**config.mk**
```make
export PLATFORM = sky130hd
export DESIGN_NAME = apb_mem_slave_flat
export DESIGN_NICKNAME = d
export VERILOG_FILES = /design/src/rtl/apb_mem_slave_if.sv /design/src/rtl/apb_mem_slave.sv /design/src/flat_wrapper.sv
export SDC_FILE = /design/constraint.sdc
export NUM_CORES = 1
export LEC_CHECK = 0
export ABC_AREA = 1
export CAP_MARGIN = 20
export CORE_MARGIN = 2
export CORE_UTILIZATION = 40
export DETAILED_ROUTE_END_ITERATION = 6
export HOLD_SLACK_MARGIN = 0.02
export SYNTH_ARGS = -nofsm -noshare
export SYNTH_HDL_FRONTEND = slang
export SYNTH_SLANG_ARGS = --single-unit
```
**constraint.sdc**
```tcl
create_clock -name clk -period 6.4 [get_ports clk]
set_input_delay 1.6 -clock clk [delete_from_list [all_inputs] [get_ports clk]]
set_output_delay 1.6 -clock clk [all_outputs]
set_load 0.01 [all_outputs]
```
**src/rtl/apb_mem_slave_if.sv**
```systemverilog
// apb_mem_slave_if: APB select/access bundle between a master and apb_mem_slave.
interface apb_mem_slave_if #(
  parameter int unsigned DATA_W = 8,
  parameter int unsigned ADDR_W = 8,
  parameter int unsigned SEL_W  = 2,
  parameter int unsigned WAIT_W = 8
);
  logic [SEL_W-1:0]  sel;
  logic              enable;
  logic              write;
  logic [ADDR_W-1:0] addr;
  logic [DATA_W-1:0] wdata;
  logic [WAIT_W-1:0] wait_cycles;
  logic              ready;
  logic [DATA_W-1:0] rdata;
  logic              slverr;

  modport master (
    output sel, enable, write, addr, wdata, wait_cycles,
    input  ready, rdata, slverr
  );

  modport slave (
    input  sel, enable, write, addr, wdata, wait_cycles,
    output ready, rdata, slverr
  );
endinterface

```
**src/rtl/apb_mem_slave.sv**
```systemverilog
// apb_mem_slave: APB slave backed by a word-addressed register array with programmable wait states.
// Optional feature macro APB_SLVERR_EN: when defined, out-of-range accesses raise slverr.
module apb_mem_slave #(
  parameter int unsigned DATA_W   = 8,
  parameter int unsigned ADDR_W   = 8,
  parameter int unsigned DEPTH    = 16,
  parameter int unsigned SEL_W    = 2,
  parameter int unsigned SLAVE_ID = 0,
  parameter int unsigned WAIT_W   = 8
) (
  input logic            clk,
  input logic            reset,
  apb_mem_slave_if.slave bus
);
  localparam int unsigned IDX_W = (DEPTH > 1) ? $clog2(DEPTH) : 1;
  localparam int unsigned CMP_W = (ADDR_W > 32) ? ADDR_W + 1 : 33;

  typedef enum logic {IDLE, ACCESS} state_t;

  state_t            state;
  logic [DATA_W-1:0] mem [DEPTH];
  logic [IDX_W-1:0]  idx_q;
  logic              write_q;
  logic [DATA_W-1:0] wdata_q;
  logic [DATA_W-1:0] rd_q;
  logic              err_q;
  logic [WAIT_W-1:0] cnt_q;

  logic             sel_c;
  logic             in_range_c;
  logic [IDX_W-1:0] idx_c;
  logic             ready_c;
  logic             unused_sel_c;

  // Full-width compare so high addresses never alias into the array.
  assign sel_c        = bus.sel[SLAVE_ID];
  assign in_range_c   = CMP_W'(bus.addr) < CMP_W'(DEPTH);
  assign idx_c        = bus.addr[IDX_W-1:0];
  assign unused_sel_c = ^bus.sel;

  assign ready_c   = (state == ACCESS) && (cnt_q == '0) && bus.enable && sel_c;
  assign bus.ready = ready_c;
  assign bus.rdata = (ready_c && !write_q) ? rd_q : '0;
`ifdef APB_SLVERR_EN
  assign bus.slverr = ready_c && err_q;
`else
  assign bus.slverr = 1'b0;
`endif

  // Transfer sequencing, wait-state counting and array update.
  always_ff @(posedge clk) begin
    if (reset) begin
      state   <= IDLE;
      cnt_q   <= '0;
      idx_q   <= '0;
      write_q <= 1'b0;
      wdata_q <= '0;
      rd_q    <= '0;
      err_q   <= 1'b0;
      for (int unsigned i = 0; i < DEPTH; i++) begin
        mem[IDX_W'(i)] <= '0;
      end
    end else begin
      case (state)
        IDLE: begin
          if (sel_c && !bus.enable) begin
            idx_q   <= idx_c;
            write_q <= bus.write;
            wdata_q <= bus.wdata;
            cnt_q   <= bus.wait_cycles;
            rd_q    <= in_range_c ? mem[idx_c] : '0;
            err_q   <= !in_range_c;
            state   <= ACCESS;
          end
        end
        ACCESS: begin
          if (!sel_c) begin
            state <= IDLE;
          end else if (bus.enable) begin
            if (cnt_q != '0) begin
              cnt_q <= cnt_q - WAIT_W'(1);
            end else begin
              if (write_q && !err_q) begin
                mem[idx_q] <= wdata_q;
              end
              state <= IDLE;
            end
          end
        end
        default: state <= IDLE;
      endcase
    end
  end
endmodule

```
**src/flat_wrapper.sv**
```systemverilog
// flat-port wrapper written by rule: the top's interface ports become plain ports
module apb_mem_slave_flat 
#(
  parameter int unsigned DATA_W   = 8,
  parameter int unsigned ADDR_W   = 8,
  parameter int unsigned DEPTH    = 16,
  parameter int unsigned SEL_W    = 2,
  parameter int unsigned SLAVE_ID = 0,
  parameter int unsigned WAIT_W   = 8
)
  (clk, reset, bus_sel, bus_enable, bus_write, bus_addr, bus_wdata, bus_wait_cycles, bus_ready, bus_rdata, bus_slverr);
  apb_mem_slave_if #(.DATA_W(DATA_W), .ADDR_W(ADDR_W), .SEL_W(SEL_W), .WAIT_W(WAIT_W)) bus_i ();
  input logic clk;
  input logic reset;
  input wire logic [$bits(bus_i.sel)-1:0] bus_sel;
  input wire logic [$bits(bus_i.enable)-1:0] bus_enable;
  input wire logic [$bits(bus_i.write)-1:0] bus_write;
  input wire logic [$bits(bus_i.addr)-1:0] bus_addr;
  input wire logic [$bits(bus_i.wdata)-1:0] bus_wdata;
  input wire logic [$bits(bus_i.wait_cycles)-1:0] bus_wait_cycles;
  output wire logic [$bits(bus_i.ready)-1:0] bus_ready;
  output wire logic [$bits(bus_i.rdata)-1:0] bus_rdata;
  output wire logic [$bits(bus_i.slverr)-1:0] bus_slverr;
  assign bus_i.sel = bus_sel;
  assign bus_i.enable = bus_enable;
  assign bus_i.write = bus_write;
  assign bus_i.addr = bus_addr;
  assign bus_i.wdata = bus_wdata;
  assign bus_i.wait_cycles = bus_wait_cycles;
  assign bus_ready = bus_i.ready;
  assign bus_rdata = bus_i.rdata;
  assign bus_slverr = bus_i.slverr;
  apb_mem_slave #(.DATA_W(DATA_W), .ADDR_W(ADDR_W), .DEPTH(DEPTH), .SEL_W(SEL_W), .SLAVE_ID(SLAVE_ID), .WAIT_W(WAIT_W)) u_core (.clk(clk), .reset(reset), .bus(bus_i));
endmodule
```
After elaboration in Yosys (flattened, before gate mapping)

Memory sizes are Yosys's and may differ from the RTL's.
Cells that the tools add are included.

Bits in registers: 31
Bits in writable memories: 128
Word-level logic and storage cells: 54
Memories kept: 1

Memory list:

| name       | depth | bits a word | read ports | clocked after memory_dff | wr ports | RTL line            | RTL |
|---|---|---|---|---|---|---|---|
| u_core.mem | 16    | 8           | 1          | 0                        | 16       | apb_mem_slave.sv:21 | `logic [DATA_W-1:0] mem [DEPTH];` |

$add $sub $neg: 1
$lt $le $gt $ge: 1
Eq/ne operators: 4
Muxes and demuxes: 24
Bitwise logic cells: 1
Reduce and logical (&&, ||, !) cells: 15

Operator list:

| operator              | number |
|---|---|
| $mux W8               | 7 |
| $pmux W8 S2           | 1 |
| $mux W1               | 14 |
| $logic_not A8 Y1      | 1 |
| $lt A8 B5 Y1 const B  | 1 |
| $reduce_bool A8 Y1    | 1 |
| $reduce_or A8 Y1      | 1 |
| $sub A8 B1 Y8 const B | 1 |
| $logic_and A1 B1 Y1   | 6 |
| $ne A2 B2 Y1 const B  | 3 |
| $logic_not A1 Y1      | 4 |
| $mux W4               | 1 |
| $reduce_and A4 Y1     | 1 |
| $ne A2 B1 Y1 const B  | 1 |
| $pmux W1 S2           | 1 |
| $reduce_and A2 Y1     | 1 |
| $not A1 Y1            | 1 |

Longest topological paths before layout

Gate-level depths: netlist of run 1.

Depth after elaboration: 11
Depth in mapped cells: 11
Gate-level depth less buffers: 10

Worst setup path after synthesis of run 1

OpenSTA, ideal clock, no wires.

Kind: input -> output
Start point: in bus_sel[0]
End point: out bus_rdata[0]
Arrival time: 2.640 ns
Data required time: 4.800 ns
Setup slack: 2.160 ns
Cell stages on the path: 6
Cell sequence: inv_1 -> nor3b_1 -> nand3_2 -> or2_2 -> clkbuf_1 -> nor2_1

Word-level cells in the longest chain between the ends: 3

RTL lines:

| element             | RTL line            | RTL |
|---|---|---|
| from (decl)         | flat_wrapper.sv:15  | `input wire logic [$bits(bus_i.sel)-1:0] bus_sel;` |
| $logic_and A1 B1 Y1 | apb_mem_slave.sv:41 | `assign ready_c = (state == ACCESS) && (cnt_q == '0) && bus.enable && sel_c;` |
| $logic_and A1 B1 Y1 | apb_mem_slave.sv:43 | `assign bus.rdata = (ready_c && !write_q) ? rd_q : '0;` |
| $mux W8             | apb_mem_slave.sv:43 |  |
| to (decl)           | flat_wrapper.sv:22  | `output wire logic [$bits(bus_i.rdata)-1:0] bus_rdata;` |

No other way between the ends.

Final worst setup path of run 1

Same ends and word-level chain as after synthesis.

==> flow_summary_export.csv, run 1 <==
group,metric,value,unit
power,internal_power,1.72,mW
power,power.density,261,nW/um^2
grt,grt_pass1_wl,28.9,mm
clock_tree,clockBufferDepth,2,
drt,post-route-drc-count,0,
drt,vias,5818,
drt,wl_met3,666,um
layout,antenna_cells,0,
timing,tns,0,ns
timing,setup_violations,0,
power,ir_drop,0.211,mV
worst_hold_path,min_path_type,"reg2reg",
placement,place_congestion,0.827,
timing,drv_slew,0,
die,num_rows,51,
clock_tree,cts.sinks,159,
synthesis,synth.cell_area,7810,um^2
synthesis,synth.avg_cell_area,8.61,um^2
synthesis,synthesis.nets,938,
setup_path,critical_path.max_fanout,8,
die,die-area,20700,um^2
placement,io_buffers,37,
die,coreArea,19300,um^2
timing,fin_crit,5.25,ns
worst_hold_path,holdPathEnd,"u_core.rd_q[1]",
layout,drive_gt1_frac,0.0779,
grt,grt_pass1_vias,5524,
status,status,"finished clean",
clock_tree,cts_buffers,17,
drt,wirelength,18.0,mm
synthesis,ys_seq_elements,159,
timing,fmax,0.190,GHz
drt,top_layer_used,"met4",
setup_path,endpoint_kind,"output port",
drt,wl_met2,9.06,mm
setup_path,path_common_cell,"clkdlybuf4s50_1",
synthesis,ys_seq_area_frac,0.572,
die,num_io_pins,40,
setup_path,arrival,3.65,ns
timing,finalCritPeriodShare,0.820,
setup_path,cp-start-kind,"input pin",
layout,area_growth,13.8,%
setup_path,r2r-end,"u_core.mem[9][3]",
synthesis,ys_warn_count,0,
synthesis,yosys.cell_types.count,31,
drt,drt-initial-drc-count,406,
setup_path,crit_required,4.80,ns
job,maxCapViolCount,0,
clock_tree,cts_max_level,4,
timing,skew,0.00876,ns
power,leakagePower,3.59,nW
clock_tree,clockRootBuffer,"clkbuf_16",
clock_tree,cts_resized,0,
drt,ant_nets,0,
layout,fin_nets,955,
clock_tree,cts.clk_slew.worst_paths,0.06,ns
power,seq_power_share,0.504,
grt,gr-total-overflow,0,
worst_hold_path,whs_path_depth,2,
drt,met1Wirelength,8.13,mm
die,die_h,144,um
synthesis,synth_cells,907,
setup_path,max_stage_delay,0.54,ns
setup_path,path_buf_inv,3,
timing,tightest_slew,0.789,ns
drt,post_drt_wl_per_cell,15.0,um
clock_tree,cts_hold_buf,0,
drt,post_drt_via_cell_ratio,4.84,
timing,rsz0062_at_grt,"false",
die,die_w,144,um
setup_path,worstRegToRegCells,8,
drt,dr.pass1.iters,7,
setup_path,crit_slowest_cell,"clkdlybuf4s50_1",
power,swShare,0.261,
layout,final_cell_mix,"221 x nand2_1, 151 x nor2_1, 128 x edfxtp_1",
placement,hpwl,11.8,mm
setup_path,path_cells,"clkdlybuf4s50_1 > inv_1 > nor3b_1 > nand3_2 > or2_2 > nor2_1 > clkdlybuf4s50_1",
die,start_util,0.404,
timing,final_hold_viol_count,0,
timing,slew_headroom,0.471,
grt,antenna_found_initial,0,
grt,grt_max_degree,43,
setup_path,reg2reg_from,"u_core.cnt_q[0]",
setup_path,r2r_slack,3.81,ns
setup_path,criticalPathCategory,"in2out",
clock_tree,cts_setup_buffers,0,
power,p_clk_frac,0.400,
worst_hold_path,hp-start,"u_core.rd_q[1]",
power,p_total,2.32,mW
power,power_frac_comb,0.096,
layout,layout_commonest_cell,"nand2_1",
power,p_sw,606,uW
setup_path,path_delay_family,"buffers and inverters",
grt,grt_use_total,0.185,
clock_tree,clock_latency,0.43,ns
clock_tree,cts_tree,"yes",
## kinds of logic after synthesis
family          after synthesis  synth area share
fa+ha+maj                     1           0.00160
simple gates                506             0.295
mux                           1           0.00128
xor+xnor                      2           0.00224
buf+inv                     181            0.0913
other cells                   1          0.000480
compound gates               56            0.0361
flops                       159             0.572
## area by class of cell
cell class | instances | area, um^2
tap | 265 | 332
sequential | 159 | 4460
timing repair buffer | 44 | 418
inverter | 135 | 507
multi-input combinational | 567 | 2630
clock inverter | 15 | 113
clock buffer | 17 | 425
fill | 1913 | 10400
## per-stage QoR
step / instances / utilization / hold slack [ns] / area [um^2] / worst slack, ns
global placement: 1170 / 0.432 / 0.457 / 8350 / 1.17
global route: 1202 / 0.460 / 0.490 / 8890 / 0.934
floorplan: 907 / - / 0.445 / 7810 / 2.16
finish: 1202 / 0.460 / 0.471 / 8890 / 1.15
detailed placement: 1170 / 0.432 / 0.461 / 8350 / 1.14
CTS: 1202 / 0.460 / 0.476 / 8890 / 1.13
## state kept, by name (all words and copies together) (netlist names)
name            cells
u_core.mem        128
u_core.err_q        1
u_core.wdata_q      8
u_core.write_q      1
u_core.rd_q         8
u_core.cnt_q        8
u_core.idx_q        4
u_core.state        1
## power groups by stage
stage               clock network, mW  logic, mW  registers [mW]
floorplan                           0      0.156            1.18
global placement                    0      0.222            1.19
detailed placement                  0      0.224            1.19
CTS                             0.939      0.225            1.17
global route                    0.988      0.252            1.17
finish                          0.930      0.222            1.17
## cell usage after synthesis
master    count  area (um^2)
inv_2         1         3.75
or2_2         2         12.5
clkbuf_1     24         90.1
buf_4         1         7.51
nor2_2       10         62.6
mux2i_1       1         10.0
nand3_4       8          140
conb_1        1         3.75
nor4_4        1         21.3
clkinv_1     13         48.8
nor3b_1       1         7.51
nand4_4       2         42.5
nand4_1       1         6.26
nand4_2       6         75.1
nand3_1      99          495
buf_12        1         20.0
o21ai_0      24          120
buf_1         9         33.8
inv_1       121          454
nor2_1      151          567
a21oi_1      31          155
nand3_2       2         20.0
dfxtp_1      31          621
nand2_1     221          830
a31oi_1       1         6.26
ha_1          1         12.5
edfxtp_1    128         3840
xor2_1        2         17.5
nor2_8        1         20.0
and3_1        1         6.26
buf_2        11         55.1
## worst max path at each step
stage / start / endpoint / slack [ns] / cells after the start
2_1_floorplan: bus_sel[0] / bus_rdata[0] / 2.16 / 6
3_3_place_gp: bus_sel[0] / bus_rdata[7] / 1.17 / 7
3_5_place_dp: bus_sel[0] / bus_rdata[0] / 1.14 / 7
4_1_cts: bus_sel[0] / bus_rdata[0] / 1.13 / 7
5_1_grt: bus_sel[0] / bus_rdata[3] / 0.93 / 7
6_report: bus_sel[0] / bus_rdata[0] / 1.15 / 7
## per-layer routing
layer | global-route usage | up-vias
met3 | 0.0367 | 10
met2 | 0.315 | 124
met5 | 0 | -
met4 | 0.0459 | 0
met1 | 0.243 | 2759
li1 | - | 2925
## tightest hold or removal path, cell delays in order (launching register included)
cell     delay [ns]
dfxtp_1        0.31
nand2_1        0.06
a21oi_1        0.06
Note: power is estimated with default switching activity, not from simulation.
==> inputs of run 2 (changes only) <==
==> constraint.sdc (replaced) <==
create_clock -name clk -period 4.9 [get_ports clk]
set_input_delay 1.225 -clock clk [delete_from_list [all_inputs] [get_ports clk]]
set_output_delay 1.225 -clock clk [all_outputs]
set_load 0.01 [all_outputs]
==> run 2 against run 1 <==
  * Die area unchanged
  * Sequential power up 31%
  * Sequential share of layout area down 0.50 points
  * Power up 37%
  * Wire length up 0.32%
  * Highest routed layer unchanged
  * Final cell count about the same
  * Largest power group unchanged
==> flow_summary_export.csv, run 2 (synthesized netlist as in run 1, its figures left out) <==
group,metric,value,unit
grt,grt_max_degree,65,
drt,post_drt_via_cell_ratio,4.79,
layout,drive_gt1_frac,0.0789,
status,status,"finished clean",
layout,fin_nets,956,
timing,fmax,0.224,GHz
timing,final_hold_viol_count,0,
setup_path,critical_path.max_fanout,8,
drt,dr.pass1.iters,5,
setup_path,crit_slowest_cell,"clkdlybuf4s50_1",
layout,area_growth,15.0,%
layout,fin_util,0.464,
grt,antenna_found_initial,0,
clock_tree,cts.clk_slew.worst_paths,0.06,ns
drt,drt-initial-drc-count,455,
layout,top_register,"u_core.mem",
placement,hpwl,11.5,mm
die,num_io_pins,40,
die,die_w,144,um
setup_path,endpoint_kind,"output port",
worst_hold_path,min_path_type,"reg2reg",
layout,fillers,1856,
clock_tree,cts_hold_buf,0,
placement,io_buffers,37,
timing,skew,0.0104,ns
timing,tightest_slew,0.997,ns
clock_tree,clockBufferDepth,2,
timing,slew_headroom,0.331,
drt,ant_nets,0,
setup_path,path_cells,"clkdlybuf4s50_1 > inv_1 > nor3b_1 > nand3_2 > or2_2 > nor2_1 > clkdlybuf4s50_1",
die,start_util,0.404,
die,die_h,144,um
grt,grt_pass1_vias,5255,
grt,gr-total-overflow,0,
drt,post_drt_wl_per_cell,15.0,um
layout,antenna_cells,0,
setup_path,arrival,3.25,ns
setup_path,path_delay_family,"buffers and inverters",
worst_hold_path,whs_path_depth,2,
setup_path,worstRegToRegCells,8,
timing,setup_violations,0,
timing,rsz0062_at_grt,"false",
clock_tree,cts_setup_buffers,0,
timing,fin_crit,4.47,ns
layout,final_cell_mix,"221 x nand2_1, 151 x nor2_1, 128 x edfxtp_1",
die,coreArea,19300,um^2
drt,wirelength,18.1,mm
layout,largest_register_ffs,128,
die,die-area,20700,um^2
setup_path,r2r_slack,2.29,ns
layout,multiInputGateArea,2630,um^2
setup_path,reg2reg_from,"u_core.cnt_q[0]",
setup_path,crit_required,3.67,ns
drt,vias,5760,
worst_hold_path,hp-start,"u_core.rd_q[0]",
die,num_rows,51,
clock_tree,clock_latency,0.43,ns
setup_path,criticalPathCategory,"in2out",
timing,drv_slew,0,
timing,finalCritPeriodShare,0.913,
clock_tree,clockRootBuffer,"clkbuf_16",
setup_path,path_common_cell,"clkdlybuf4s50_1",
power,leakagePower,3.62,nW
grt,grt_use_total,0.182,
power,ir_drop,0.245,mV
setup_path,cp-start-kind,"input pin",
placement,place_congestion,0.818,
clock_tree,cts_tree,"yes",
layout,layout_commonest_cell,"nand2_1",
drt,post-route-drc-count,0,
power,power.density,353,nW/um^2
grt,grt_pass1_wl,28.1,mm
setup_path,max_stage_delay,0.54,ns
layout,seqCellArea,4460,um^2
clock_tree,cts_buffers,17,
clock_tree,cts_max_level,4,
job,maxCapViolCount,0,
clock_tree,cts_resized,0,
setup_path,path_buf_inv,3,
timing,tns,0,ns
clock_tree,cts.sinks,159,
worst_hold_path,holdPathEnd,"u_core.rd_q[0]",
setup_path,r2r-end,"u_core.mem[15][3]",
==> run 2: cell count changes in the layout (fill, tap and decap cells not counted), sizes merged <==
| cell | previous run | this run |
|---|---|---|
| clkinv | 22 | 17 |
| inv | 125 | 128 |
| bufinv | 0 | 2 |
| buf | 8 | 9 |
==> run 2: how the worst max path moves through the flow <==
stage	start	end	slack [ns]	cells past startpoint
finish	bus_sel[0]	bus_rdata[3]	0.43	7
global route	bus_sel[0]	bus_rdata[0]	0.32	7
CTS	bus_sel[0]	bus_rdata[2]	0.40	7
floorplan	bus_sel[0]	bus_rdata[0]	1.41	6
detailed placement	bus_sel[0]	bus_rdata[2]	0.40	7
global placement	bus_sel[0]	bus_rdata[5]	0.43	7
==> run 2: area by class of cell <==
| cell class | instances | area share |
|---|---|---|
| sequential | 159 | 0.497 |
| multi-input combinational | 567 | 0.293 |
| inverter | 135 | 0.0564 |
| timing repair buffer | 45 | 0.0496 |
| clock buffer | 17 | 0.0474 |
| tap | 265 | 0.0369 |
| clock inverter | 15 | 0.0195 |
==> run 2: worst reg2reg max path, stage by stage (launching register included) <==
cell and delay [ns]:
dfxtp_1 0.32, inv_1 0.08, ha_1 0.24, nand3_2 0.12
nor2_2 0.12, nand3_2 0.16, nor2_8 0.45, nand4_2 0.37
nand2_1 0.41
==> run 2: where the power goes <==
group	leakage, nW	switching [mW]	internal (mW)	total, mW
combinational	1.76	0.208	0.0880	0.296
sequential	1.58	0.0237	1.50	1.53
clock	0.285	0.582	0.767	1.35
total	3.62	0.814	2.36	3.17
==> run 2: per-stage QoR <==
| stage | std cells | worst slack (ns) | hold WS (ns) | instance area, um^2 | power, mW |
|---|---|---|---|---|---|
| after global placement | 1170 | 0.432 | 0.456 | 8350 | 1.85 |
| after detailed placement | 1170 | 0.398 | 0.461 | 8350 | 1.85 |
| final | 1203 | 0.428 | 0.471 | 8980 | 3.17 |
| after CTS | 1202 | 0.400 | 0.471 | 8950 | 3.18 |
| after global routing | 1203 | 0.316 | 0.490 | 8980 | 3.27 |
| after floorplan | 907 | 1.41 | 0.445 | 7810 | 1.75 |
==> run 2: metal layers <==
layer / routed length [um] / vias to the layer above / global-route usage
met1: 7740 / 2699 / 0.226
met2: 9330 / 110 / 0.317
li1: - / 2929 / -
met5: 0 / - / 0
met4: 296 / 0 / 0.0578
met3: 729 / 22 / 0.0397
